File: src/rtl/sprite_rom_arbiter.sv
// sprite_rom_arbiter
//   Shares one synchronous sprite ROM among NUM_REQ requesters. Requester 0
//   (pixel display path) always wins; requesters 1..NUM_REQ-1 rotate
//   round-robin. Each granted read is tagged with its requester ID and comes
//   back two rising edges after the grant.
//
// Ports
//   vga_clk      : single clock; the ROM itself is clocked on ~vga_clk
//   reset_n      : asynchronous active-low reset
//   req          : per-requester level request, held until granted
//   req_addr     : packed request addresses, slice i = requester i
//   gnt          : one-hot combinational grant (not gated by reset)
//   rom_address  : registered ROM address
//   rom_q        : ROM read data
//   rsp_valid    : one-cycle pulse marking rsp_id / rsp_data valid
//   rsp_id       : requester owning the response
//   rsp_data     : palette index read from the ROM
//   idle         : no request pending and no read issued
//   stat_clr     : synchronous clear of stall_count      (stats build only)
//   stall_count  : saturating count of stalled cycles     (stats build only)
//
// Build option
//   SPRITE_ARB_STATS_EN : adds stat_clr / stall_count.

module sprite_rom_arbiter #(
    parameter int NUM_REQ = 4,
    parameter int ADDR_W  = 9,
    parameter int DATA_W  = 5,
    parameter int ID_W    = $clog2(NUM_REQ)
) (
    input  logic                      vga_clk,
    input  logic                      reset_n,
    input  logic [NUM_REQ-1:0]        req,
    input  logic [NUM_REQ*ADDR_W-1:0] req_addr,
    output logic [NUM_REQ-1:0]        gnt,
    output logic [ADDR_W-1:0]         rom_address,
    input  logic [DATA_W-1:0]         rom_q,
    output logic                      rsp_valid,
    output logic [ID_W-1:0]           rsp_id,
    output logic [DATA_W-1:0]         rsp_data,
`ifdef SPRITE_ARB_STATS_EN
    output logic                      idle,
    input  logic                      stat_clr,
    output logic [15:0]               stall_count
`else
    output logic                      idle
`endif
);

    logic [ID_W-1:0]   rr_ptr;
    logic              gnt_any;
    logic [ID_W-1:0]   gnt_id;
    logic [ADDR_W-1:0] gnt_addr;
    logic              iss_v;
    logic [ID_W-1:0]   iss_id;

    // Requester 0 preempts everything. Otherwise scan 1..NUM_REQ-1 starting
    // at rr_ptr; the candidate index wraps from NUM_REQ back to 1, never to 0.
    always_comb begin
        int cand;
        cand     = 0;
        gnt      = '0;
        gnt_any  = 1'b0;
        gnt_id   = '0;
        gnt_addr = '0;
        if (req[0]) begin
            gnt[0]   = 1'b1;
            gnt_any  = 1'b1;
            gnt_addr = req_addr[ADDR_W-1:0];
        end else begin
            for (int off = 0; off < NUM_REQ - 1; off++) begin
                cand = int'(rr_ptr) + off;
                if (cand >= NUM_REQ) begin
                    cand = cand - (NUM_REQ - 1);
                end
                if (!gnt_any && req[cand]) begin
                    gnt[cand] = 1'b1;
                    gnt_any   = 1'b1;
                    gnt_id    = ID_W'(cand);
                    gnt_addr  = req_addr[cand*ADDR_W +: ADDR_W];
                end
            end
        end
    end

    // The pointer only advances on a round-robin grant, so display traffic
    // does not disturb the rotation among the sprite engines.
    always_ff @(posedge vga_clk or negedge reset_n) begin
        if (!reset_n) begin
            rr_ptr <= ID_W'(1);
        end else if (gnt_any && !req[0]) begin
            if (gnt_id == ID_W'(NUM_REQ - 1)) begin
                rr_ptr <= ID_W'(1);
            end else begin
                rr_ptr <= gnt_id + ID_W'(1);
            end
        end
    end

    // Issue stage: the address holds when nothing is granted so the ROM
    // keeps seeing a stable value.
    always_ff @(posedge vga_clk or negedge reset_n) begin
        if (!reset_n) begin
            rom_address <= '0;
            iss_v       <= 1'b0;
            iss_id      <= '0;
        end else begin
            iss_v  <= gnt_any;
            iss_id <= gnt_id;
            if (gnt_any) begin
                rom_address <= gnt_addr;
            end
        end
    end

    // Response stage: the ROM sampled rom_address on the falling edge in
    // between, so rom_q already belongs to the issued read.
    always_ff @(posedge vga_clk or negedge reset_n) begin
        if (!reset_n) begin
            rsp_valid <= 1'b0;
            rsp_id    <= '0;
            rsp_data  <= '0;
        end else begin
            rsp_valid <= iss_v;
            rsp_id    <= iss_id;
            rsp_data  <= rom_q;
        end
    end

    assign idle = ~|req & ~iss_v;

`ifdef SPRITE_ARB_STATS_EN
    // A cycle counts as stalled when any requester is left waiting,
    // including sprite engines locked out by the display path.
    always_ff @(posedge vga_clk or negedge reset_n) begin
        if (!reset_n) begin
            stall_count <= '0;
        end else if (stat_clr) begin
            stall_count <= '0;
        end else if (|(req & ~gnt) && (stall_count != 16'hFFFF)) begin
            stall_count <= stall_count + 16'd1;
        end
    end
`endif

endmodule

File: config.mk
export PLATFORM = sky130hd
export DESIGN_NAME = sprite_rom_arbiter
export DESIGN_NICKNAME = d
export VERILOG_FILES = /design/src/rtl/sprite_rom_arbiter.sv
export SDC_FILE = /design/constraint.sdc
export NUM_CORES = 1
export LEC_CHECK = 0
export CORE_MARGIN = 2
export CORE_UTILIZATION = 50
export CTS_CLUSTER_DIAMETER = 30
export DETAILED_ROUTE_END_ITERATION = 16
export PLACE_DENSITY = 0.83
export RECOVER_POWER = 50
export SYNTH_ARGS = -nofsm -noshare
export SYNTH_HDL_FRONTEND = slang
export SYNTH_SLANG_ARGS = --single-unit
File: constraint.sdc
create_clock -name vga_clk -period 13.5 [get_ports vga_clk]
set_clock_uncertainty 0.2 [all_clocks]
set_input_delay 3.375 -clock vga_clk [delete_from_list [all_inputs] [get_ports vga_clk]]
set_output_delay 3.375 -clock vga_clk [all_outputs]
set_load 0.02 [all_outputs]
==> report_table.html, run 1 <==
<table>
<tr><th>Metric</th><th>Value</th></tr>
<tr><th colspan="2">Detailed routing</th></tr>
<tr><td>Number of remaining DRC errors</td><td>0</td></tr>
<tr><td>Final wirelength</td><td>16100 um</td></tr>
<tr><td>Number of DRC markers after the initial detailed-route iteration</td><td>734</td></tr>
<tr><td>Via total after detailed routing</td><td>4700</td></tr>
<tr><td>Detail-routed net length per standard cell</td><td>25.6 um</td></tr>
<tr><td>Number of nets with antenna violations after routing</td><td>0</td></tr>
<tr><td>Count of TritonRoute iterations in the first routing pass</td><td>6</td></tr>
<tr><td>Vias per cell</td><td>7.48</td></tr>
<tr><th colspan="2">Placement</th></tr>
<tr><td>Last weighted congestion value of the routability-driven placer</td><td>0.979</td></tr>
<tr><td>Post-DP Area</td><td>0.00472 mm^2</td></tr>
<tr><td>Setup slack after placement</td><td>3.47 ns</td></tr>
<tr><td>Count of input and output buffers</td><td>68</td></tr>
<tr><td>HPWL after detailed placement</td><td>11400 um</td></tr>
<tr><th colspan="2">Global route</th></tr>
<tr><td>Via count of the first global-routing pass</td><td>4304</td></tr>
<tr><td>GR Overflow Total</td><td>0</td></tr>
<tr><td>Global-route wire length before repair</td><td>24600 um</td></tr>
<tr><td>Antenna violations before repair</td><td>0</td></tr>
<tr><td>Pin count of the biggest net entering global routing</td><td>72</td></tr>
<tr><td>GR Util All Layers</td><td>36.0%</td></tr>
<tr><th colspan="2">Critical path</th></tr>
<tr><td>Data arrival time of the critical path</td><td>6.61 ns</td></tr>
<tr><td>Critical-path top delay cell</td><td>sky130_fd_sc_hd__mux4_1</td></tr>
<tr><td>Most frequent CP cell</td><td>sky130_fd_sc_hd__clkdlybuf4s50_1</td></tr>
<tr><td>Critical Path Source Type</td><td>primary input</td></tr>
<tr><td>CP Class</td><td>primary input to output pin</td></tr>
<tr><td>CP Max Fanout</td><td>25</td></tr>
<tr><td>Register-to-register setup slack</td><td>6.96 ns</td></tr>
<tr><td>WP data required</td><td>9.93 ns</td></tr>
<tr><td>Kind of end point of the critical path</td><td>output pin</td></tr>
<tr><td>Slowest cell delay on critical path</td><td>0.94 ns</td></tr>
<tr><td>Number of buffer and inverter instances along the worst setup path</td><td>2</td></tr>
<tr><td>Dominant delay contributor by cell family on the critical path</td><td>buffers and inverters</td></tr>
<tr><td>Worst-path cell chain</td><td>clkdlybuf4s50_1 -&gt; mux4_1 -&gt; nor2b_1 -&gt; nand2_1 -&gt; a311oi_1 -&gt; clkdlybuf4s50_1</td></tr>
<tr><th colspan="2">Status</th></tr>
<tr><td>Status</td><td>completed</td></tr>
<tr><th colspan="2">Clock tree</th></tr>
<tr><td>TritonCTS clock tree</td><td>done</td></tr>
<tr><td>Post-CTS Hold Buffers</td><td>0</td></tr>
<tr><td>Clock-pin slew of the registers on the worst-case setup and hold paths</td><td>0.08 ns</td></tr>
<tr><td>Root Driver</td><td>sky130_fd_sc_hd__clkbuf_8</td></tr>
<tr><td>Max H-tree Level</td><td>1</td></tr>
<tr><td>Number of gates given a new drive strength after cts</td><td>0</td></tr>
<tr><td>Clock sink count</td><td>22</td></tr>
<tr><td>Largest buffer count on any clock path</td><td>2</td></tr>
<tr><td>Clock latency on the worst-skew pair</td><td>0.26 ns</td></tr>
<tr><td>Post-CTS Setup Repair Bufs</td><td>0</td></tr>
<tr><td>Number of buffers created by CTS</td><td>3</td></tr>
<tr><th colspan="2">Yosys</th></tr>
<tr><td>EDFF count, synth</td><td>0</td></tr>
<tr><td>Seq cells post-synth</td><td>22</td></tr>
<tr><td>Syn avg cell area</td><td>8.36 um^2</td></tr>
<tr><td>FFs w/ async S/R, synth</td><td>100%</td></tr>
<tr><td>Cell count after synthesis</td><td>494</td></tr>
<tr><td>Netlist cell types</td><td>80</td></tr>
<tr><td>Post-Synthesis Net Count</td><td>555</td></tr>
<tr><td>Most used flip-flop cell after synthesis</td><td>sky130_fd_sc_hd__dfrtp_1</td></tr>
<tr><td>Post-synth design cell area</td><td>0.00413 mm^2</td></tr>
<tr><td>Fraction of the yosys area taken by sequential cells</td><td>13.4%</td></tr>
<tr><td>Yosys warning total</td><td>0</td></tr>
<tr><th colspan="2">Floorplanning</th></tr>
<tr><td>Die span in y</td><td>94.9 um</td></tr>
<tr><td>Site Rows</td><td>33</td></tr>
<tr><td>Die span in x</td><td>94.9 um</td></tr>
<tr><td>Count of pins on the block boundary</td><td>69</td></tr>
<tr><td>Total core area</td><td>0.00809 mm^2</td></tr>
<tr><td>Initial standard-cell utilization of the core</td><td>51.0%</td></tr>
<tr><td>Die area</td><td>0.00900 mm^2</td></tr>
<tr><th colspan="2">Final layout</th></tr>
<tr><td>Layout cell share with drive strength beyond 1</td><td>13.0%</td></tr>
<tr><td>Area growth syn-to-layout</td><td>15.7%</td></tr>
<tr><td>Final standard cell area without fillers</td><td>0.00478 mm^2</td></tr>
<tr><td>Number of nets in the finished design</td><td>585</td></tr>
<tr><td>Diodes inserted</td><td>0</td></tr>
<tr><th colspan="2">Timing</th></tr>
<tr><td>Relative slew slack</td><td>33.4%</td></tr>
<tr><td>Fmax</td><td>0.0981 GHz</td></tr>
<tr><td>Slew at the pin with the worst max-slew slack</td><td>0.995 ns</td></tr>
<tr><td>Post-route minimum period</td><td>10.19 ns</td></tr>
<tr><td>Final Worst Setup Slack</td><td>3.31 ns</td></tr>
<tr><td>Max-slew violation count</td><td>0</td></tr>
<tr><td>Post-route clock period utilization</td><td>75.5%</td></tr>
<tr><td>Setup repair after global routing missed its margin</td><td>false</td></tr>
<tr><td>Final number of setup-violating endpoints</td><td>0</td></tr>
<tr><td>Final-layout worst hold slack</td><td>0.152 ns</td></tr>
<tr><td>Final hold violation count</td><td>0</td></tr>
<tr><td>Post-Route Setup TNS</td><td>0 ns</td></tr>
<tr><th colspan="2">Pwr</th></tr>
<tr><td>Power density cells</td><td>266 mW/mm^2</td></tr>
<tr><td>Largest voltage drop on the vdd net</td><td>0.262 mV</td></tr>
<tr><td>Leakage component of the power</td><td>0.00175 uW</td></tr>
<tr><th colspan="2">Job</th></tr>
<tr><td>Max Cap Viol</td><td>0</td></tr>
<tr><th colspan="2">Min path</th></tr>
<tr><td>Path type of the worst min-delay path</td><td>flop to flop</td></tr>
</table>
-- Yosys cell counts, types with 4 or more instances --
cell | instances | area share, %
sky130_fd_sc_hd__mux2_2 | 11 | 3.0
sky130_fd_sc_hd__ha_1 | 12 | 3.6
sky130_fd_sc_hd__nand2_1 | 56 | 5.1
sky130_fd_sc_hd__mux4_2 | 26 | 14
sky130_fd_sc_hd__nor2_1 | 27 | 2.5
sky130_fd_sc_hd__o21ai_0 | 22 | 2.7
sky130_fd_sc_hd__nand3_1 | 11 | 1.3
sky130_fd_sc_hd__buf_4 | 4 | 0.73
sky130_fd_sc_hd__a21oi_1 | 22 | 2.7
sky130_fd_sc_hd__o31ai_1 | 5 | 0.91
sky130_fd_sc_hd__clkbuf_1 | 20 | 1.8
sky130_fd_sc_hd__buf_6 | 5 | 1.4
sky130_fd_sc_hd__nand3b_1 | 4 | 0.73
sky130_fd_sc_hd__buf_2 | 14 | 1.7
sky130_fd_sc_hd__a211oi_1 | 13 | 2.4
sky130_fd_sc_hd__nor2b_1 | 8 | 1.2
sky130_fd_sc_hd__a22oi_1 | 6 | 1.1
sky130_fd_sc_hd__o21ai_1 | 4 | 0.49
sky130_fd_sc_hd__nor4_1 | 7 | 1.1
sky130_fd_sc_hd__inv_1 | 12 | 1.1
sky130_fd_sc_hd__a31oi_1 | 12 | 1.8
sky130_fd_sc_hd__dfrtp_1 | 21 | 13
sky130_fd_sc_hd__a21o_1 | 6 | 1.1
sky130_fd_sc_hd__nor3_1 | 13 | 1.6
sky130_fd_sc_hd__nand2b_1 | 6 | 0.91
sky130_fd_sc_hd__o211ai_1 | 9 | 1.6
sky130_fd_sc_hd__a2111oi_0 | 5 | 1.1
sky130_fd_sc_hd__nand4_1 | 8 | 1.2
sky130_fd_sc_hd__buf_1 | 4 | 0.36
sky130_fd_sc_hd__o22ai_1 | 5 | 0.76
sky130_fd_sc_hd__o221ai_1 | 7 | 1.5
sky130_fd_sc_hd__a311oi_1 | 4 | 0.85
sky130_fd_sc_hd__mux2i_1 | 30 | 7.3
-- power breakdown --
part | total, uW | switching, uW | internal, uW
clock | 47.3 | 21.3 | 26.0
combinational | 1100 | 668 | 436
sequential | 119 | 27.4 | 91.8
-- placed cells by master (no fill, tap or decap), types with 12 or more instances in the layout --
cell                               n
sky130_fd_sc_hd__clkdlybuf4s50_1  59
sky130_fd_sc_hd__nand2_1          56
sky130_fd_sc_hd__mux2i_1          30
sky130_fd_sc_hd__nor2_1           27
sky130_fd_sc_hd__mux4_2           26
sky130_fd_sc_hd__o21ai_0          22
sky130_fd_sc_hd__a21oi_1          22
sky130_fd_sc_hd__dfrtp_1          21
sky130_fd_sc_hd__nor3_1           13
sky130_fd_sc_hd__a211oi_1         13
sky130_fd_sc_hd__inv_1            12
sky130_fd_sc_hd__a31oi_1          12
-- metal layers --
layer | up-vias | global-route usage (%) | wire, um
met1 | 2184 | 49.4 | 5860
li1 | 1999 | - | -
met2 | 417 | 54.7 | 6990
met4 | 0 | 17.3 | 1010
met3 | 100 | 6.78 | 2220
met5 | - | 0 | 0
-- flip-flops by register name (all words and copies together), names as in the netlist --
register	count
rsp_data	5
rom_address	9
rr_ptr	2
rsp_valid	1
iss_id	2
rsp_id	2
iss_v	1
-- worst paths after layout --
| check | startpoint | endpoint | cells past startpoint |
|---|---|---|---|
| max | req[0] | gnt[2] | 6 |
| min | iss_id[1]$_DFF_PN0_ | rsp_id[1]$_DFF_PN0_ | 0 |
| max reg2reg | rr_ptr[0]$_DFFE_PN1P_ | rom_address[7]$_DFFE_PN0P_ | 15 |
| min reg2reg | iss_id[1]$_DFF_PN0_ | rsp_id[1]$_DFF_PN0_ | 0 |
| max in group asynchronous | reset_n | rr_ptr[1]$_DFFE_PN0P_ | 1 |
| min in group asynchronous | reset_n | rom_address[5]$_DFFE_PN0P_ | 1 |
-- stage by stage --
step           utilization [%]  total power [uW]  std cells
2_1_floorplan                -               945        494
3_3_place_gp              58.3              1170        624
3_5_place_dp              58.3              1180        624
4_1_cts                   59.0              1240        628
5_1_grt                   59.0              1350        628
6_report                  59.0              1270        628
-- cell type report --
type	count	area (um^2)
sequential	22	552
multi-input combinational	408	3260
clock buffer	4	55.1
timing repair buffer	74	726
fill	754	3320
inverter	15	56.3
tap	105	131
-- worst register-to-register path: cells and delay by family (launching register included) --
kind / cells / cell delay [ns]
AO/OA/AOI/OAI: 2 / 0.89
flip-flops: 1 / 0.55
AND/OR/NAND/NOR: 4 / 1.32
adder cells (fa/ha/maj): 4 / 1.75
buffers and inverters: 5 / 1.76
-- kinds of logic (layout without fill, tap and decap cells) --
logic type	Yosys count	after routing	synth area share, %
adders and majority gates	14	14	4.61
buffers and inverters	64	93	7.82
DFF	22	22	13.4
xor gates and xnor gates	3	3	0.637
and+or+nand+nor	164	164	20.3
AOI/OAI and AO/OA	157	157	27.2
muxes	70	70	26.0
(Power assumes the default switching activity.)
==> inputs of run 2 (changes only) <==
- clock period: 13.5 -> 9.7 ns (I/O delays scaled with it)
==> report_table.html, run 2 (synthesis gave the netlist of run 1 again) <==
<table>
<tr><th>Metric</th><th>Value</th></tr>
<tr><th colspan="2">Clock tree</th></tr>
<tr><td>Clock sink count</td><td>22 (unchanged)</td></tr>
<tr><td>Max H-tree Level</td><td>1 (unchanged)</td></tr>
<tr><td>Largest buffer count on any clock path</td><td>2 (unchanged)</td></tr>
<tr><td>Post-CTS Hold Buffers</td><td>0 (unchanged)</td></tr>
<tr><td>Post-CTS Setup Repair Bufs</td><td>0 (unchanged)</td></tr>
<tr><td>Number of buffers created by CTS</td><td>3 (unchanged)</td></tr>
<tr><td>Number of gates given a new drive strength after cts</td><td>0 (unchanged)</td></tr>
<tr><td>TritonCTS clock tree</td><td>done</td></tr>
<tr><td>Clock latency on the worst-skew pair</td><td>0.27 ns (about the same)</td></tr>
<tr><td>Root Driver</td><td>sky130_fd_sc_hd__clkbuf_8</td></tr>
<tr><td>Clock-pin slew of the registers on the worst-case setup and hold paths</td><td>0.09 ns (about the same)</td></tr>
<tr><th colspan="2">Critical path</th></tr>
<tr><td>CP Class</td><td>primary input to output pin</td></tr>
<tr><td>CP Max Fanout</td><td>25 (unchanged)</td></tr>
<tr><td>Critical-path top delay cell</td><td>sky130_fd_sc_hd__mux4_1</td></tr>
<tr><td>Worst-path cell chain</td><td>clkdlybuf4s50_1 -&gt; mux4_1 -&gt; nor2b_1 -&gt; nand2_1 -&gt; a311oi_1 -&gt; clkdlybuf4s50_1</td></tr>
<tr><td>Data arrival time of the critical path</td><td>5.66 ns (-0.95 ns)</td></tr>
<tr><td>Logic depth of the worst register-to-register path</td><td>15 (unchanged)</td></tr>
<tr><td>Capture point of the worst reg-to-reg path</td><td>rom_address[3]$_DFFE_PN0P_</td></tr>
<tr><td>Kind of end point of the critical path</td><td>output pin</td></tr>
<tr><td>Most frequent CP cell</td><td>sky130_fd_sc_hd__clkdlybuf4s50_1</td></tr>
<tr><td>Slowest cell delay on critical path</td><td>0.94 ns (about the same)</td></tr>
<tr><td>Worst r2r src</td><td>rr_ptr[0]$_DFFE_PN1P_</td></tr>
<tr><td>Critical Path Source Type</td><td>primary input</td></tr>
<tr><td>WP data required</td><td>7.08 ns (-2.85 ns)</td></tr>
<tr><td>Register-to-register setup slack</td><td>3.27 ns (-3.69 ns)</td></tr>
<tr><th colspan="2">Timing</th></tr>
<tr><td>Final hold violation count</td><td>0 (unchanged)</td></tr>
<tr><td>Max-slew violation count</td><td>0 (unchanged)</td></tr>
<tr><td>Slew at the pin with the worst max-slew slack</td><td>1.04 ns (+0.0419 ns)</td></tr>
<tr><td>Setup repair after global routing missed its margin</td><td>false</td></tr>
<tr><td>Final number of setup-violating endpoints</td><td>0 (unchanged)</td></tr>
<tr><td>Relative slew slack</td><td>30.6% (-2.8 points)</td></tr>
<tr><td>Post-Route Setup TNS</td><td>0 ns (unchanged)</td></tr>
<tr><td>Post-route minimum period</td><td>8.28 ns</td></tr>
<tr><td>Post-route clock period utilization</td><td>85.4%</td></tr>
<tr><td>Fmax</td><td>0.121 GHz</td></tr>
<tr><th colspan="2">Pwr</th></tr>
<tr><td>Largest voltage drop on the vdd net</td><td>0.322 mV (+23%)</td></tr>
<tr><td>Cell-internal power</td><td>763 uW (+38%)</td></tr>
<tr><td>Leakage component of the power</td><td>0.00174 uW (-0.50%)</td></tr>
<tr><td>Clock group share of total power</td><td>3.6% (about the same)</td></tr>
<tr><td>Combinational Power Share</td><td>87.1% (+0.2 points)</td></tr>
<tr><td>Sequential Power Share</td><td>9.3% (about the same)</td></tr>
<tr><td>Power density cells</td><td>368 mW/mm^2 (+38%)</td></tr>
<tr><td>Switching Power</td><td>991 uW (+38%)</td></tr>
<tr><td>Switch share</td><td>56.5% (+0.11 points)</td></tr>
<tr><th colspan="2">Detailed routing</th></tr>
<tr><td>Detail-routed net length per standard cell</td><td>25.4 um (-0.62%)</td></tr>
<tr><td>Number of nets with antenna violations after routing</td><td>0 (unchanged)</td></tr>
<tr><td>Number of DRC markers after the initial detailed-route iteration</td><td>637 (-13%)</td></tr>
<tr><td>Number of remaining DRC errors</td><td>0 (unchanged)</td></tr>
<tr><td>Vias per cell</td><td>7.51 (+0.34%)</td></tr>
<tr><td>Via total after detailed routing</td><td>4716 (+0.34%)</td></tr>
<tr><td>Final wirelength</td><td>16000 um (-0.62%)</td></tr>
<tr><td>Count of TritonRoute iterations in the first routing pass</td><td>5 (-1)</td></tr>
<tr><th colspan="2">Final layout</th></tr>
<tr><td>Final standard cell area without fillers</td><td>0.00477 mm^2 (-0.21%)</td></tr>
<tr><td>Diodes inserted</td><td>0 (unchanged)</td></tr>
<tr><td>Layout cell share with drive strength beyond 1</td><td>12.8% (-0.19 points)</td></tr>
<tr><td>Area growth syn-to-layout</td><td>15.5%</td></tr>
<tr><td>Register ranked first by flip-flop count</td><td>rom_address</td></tr>
<tr><td>Number of nets in the finished design</td><td>585 (unchanged)</td></tr>
<tr><td>Largest register FFs</td><td>9 (unchanged)</td></tr>
<tr><td>Largest registers</td><td>rom_address x9, rsp_data x5</td></tr>
<tr><td>Commonest cells after routing, fill and taps aside</td><td>sky130_fd_sc_hd__clkdlybuf4s50_1, sky130_fd_sc_hd__nand2_1, sky130_fd_sc_hd__mux2i_1</td></tr>
<tr><td>Most common cell after layout, fill and taps aside</td><td>sky130_fd_sc_hd__clkdlybuf4s50_1</td></tr>
<tr><th colspan="2">Placement</th></tr>
<tr><td>Post-DP Area</td><td>0.00472 mm^2 (unchanged)</td></tr>
<tr><td>Count of input and output buffers</td><td>68 (unchanged)</td></tr>
<tr><td>HPWL after detailed placement</td><td>11500 um (+0.51%)</td></tr>
<tr><td>Last weighted congestion value of the routability-driven placer</td><td>1.00 (+2.6%)</td></tr>
<tr><th colspan="2">Job</th></tr>
<tr><td>Max Cap Viol</td><td>0 (unchanged)</td></tr>
<tr><th colspan="2">Global route</th></tr>
<tr><td>GR Util All Layers</td><td>35.1% (-0.90 points)</td></tr>
<tr><td>GR Overflow Total</td><td>0 (unchanged)</td></tr>
<tr><td>Antenna violations before repair</td><td>0 (unchanged)</td></tr>
<tr><td>Pin count of the biggest net entering global routing</td><td>67 (-6.9%)</td></tr>
<tr><td>Via count of the first global-routing pass</td><td>4340 (+0.84%)</td></tr>
<tr><td>Global-route wire length before repair</td><td>24200 um (-1.5%)</td></tr>
<tr><th colspan="2">Min path</th></tr>
<tr><td>Path type of the worst min-delay path</td><td>flop to flop</td></tr>
<tr><td>Hold path startpoint</td><td>iss_id[0]$_DFF_PN0_</td></tr>
<tr><td>Worst Hold Endpoint</td><td>rsp_id[0]$_DFF_PN0_</td></tr>
<tr><td>Hold path depth</td><td>0 (unchanged)</td></tr>
<tr><th colspan="2">Status</th></tr>
<tr><td>Status</td><td>completed</td></tr>
<tr><th colspan="2">Floorplanning</th></tr>
<tr><td>Total core area</td><td>0.00809 mm^2 (unchanged)</td></tr>
<tr><td>Count of pins on the block boundary</td><td>69 (unchanged)</td></tr>
<tr><td>Die area</td><td>0.00900 mm^2 (unchanged)</td></tr>
<tr><td>Initial standard-cell utilization of the core</td><td>51.0% (unchanged)</td></tr>
<tr><td>Site Rows</td><td>33 (unchanged)</td></tr>
<tr><td>Die span in x</td><td>94.9 um (unchanged)</td></tr>
<tr><td>Die span in y</td><td>94.9 um (unchanged)</td></tr>
</table>
[run 2: worst max path at each step]
| stage | slack [ns] | cells after the start | to | start |
|---|---|---|---|---|
| 2_1_floorplan | 2.96 | 6 | gnt[2] | req[2] |
| 3_3_place_gp | 1.58 | 6 | gnt[2] | req[0] |
| 3_5_place_dp | 1.52 | 6 | gnt[2] | req[0] |
| 4_1_cts | 1.52 | 6 | gnt[2] | req[0] |
| 5_1_grt | 1.33 | 6 | gnt[2] | req[0] |
| 6_report | 1.42 | 6 | gnt[2] | req[0] |
[run 2: cell type report]
type / count / area [um^2]
clock buffer: 4 / 45.0
sequential: 22 / 552
inverter: 15 / 56.3
tap: 105 / 131
fill: 716 / 3330
multi-input combinational: 408 / 3260
timing repair buffer: 74 / 726
[run 2: metal layers]
metal / global-route usage [%] / vias up / part of all wire, % / wire length, um
met5: 0 / - / 0 / 0
met4: 14.0 / 0 / 4.2 / 668
met3: 8.70 / 75 / 14 / 2290
met2: 54.3 / 442 / 45 / 7210
met1: 47.1 / 2208 / 36 / 5820
li1: - / 1991 / - / -
[run 2: power by group through the flow]
stage               clock network (uW)  logic [uW]  registers, uW
floorplan                            0        1140            177
global placement                     0        1450            165
detailed placement                   0        1470            165
CTS                               62.0        1480            163
global route                      66.2        1620            167
finish                            62.9        1530            163
[run 2: metrics by stage]
stage	worst slack, ns	hold WS [ns]	total power, uW	std cells	util [%]
6_report	1.42	0.157	1750	628	58.9
5_1_grt	1.33	0.174	1850	628	58.9
3_3_place_gp	1.58	0.136	1620	624	58.3
3_5_place_dp	1.52	0.138	1640	624	58.3
2_1_floorplan	2.96	0.131	1320	494	-
4_1_cts	1.52	0.158	1710	628	58.9
[run 2: critical path: cells and delay by family]
family	cells	cell delay, ns
AO/OA/AOI/OAI	1	0.32
buffers and inverters	2	1.54
AND/OR/NAND/NOR	2	0.43
multiplexers	1	0.94
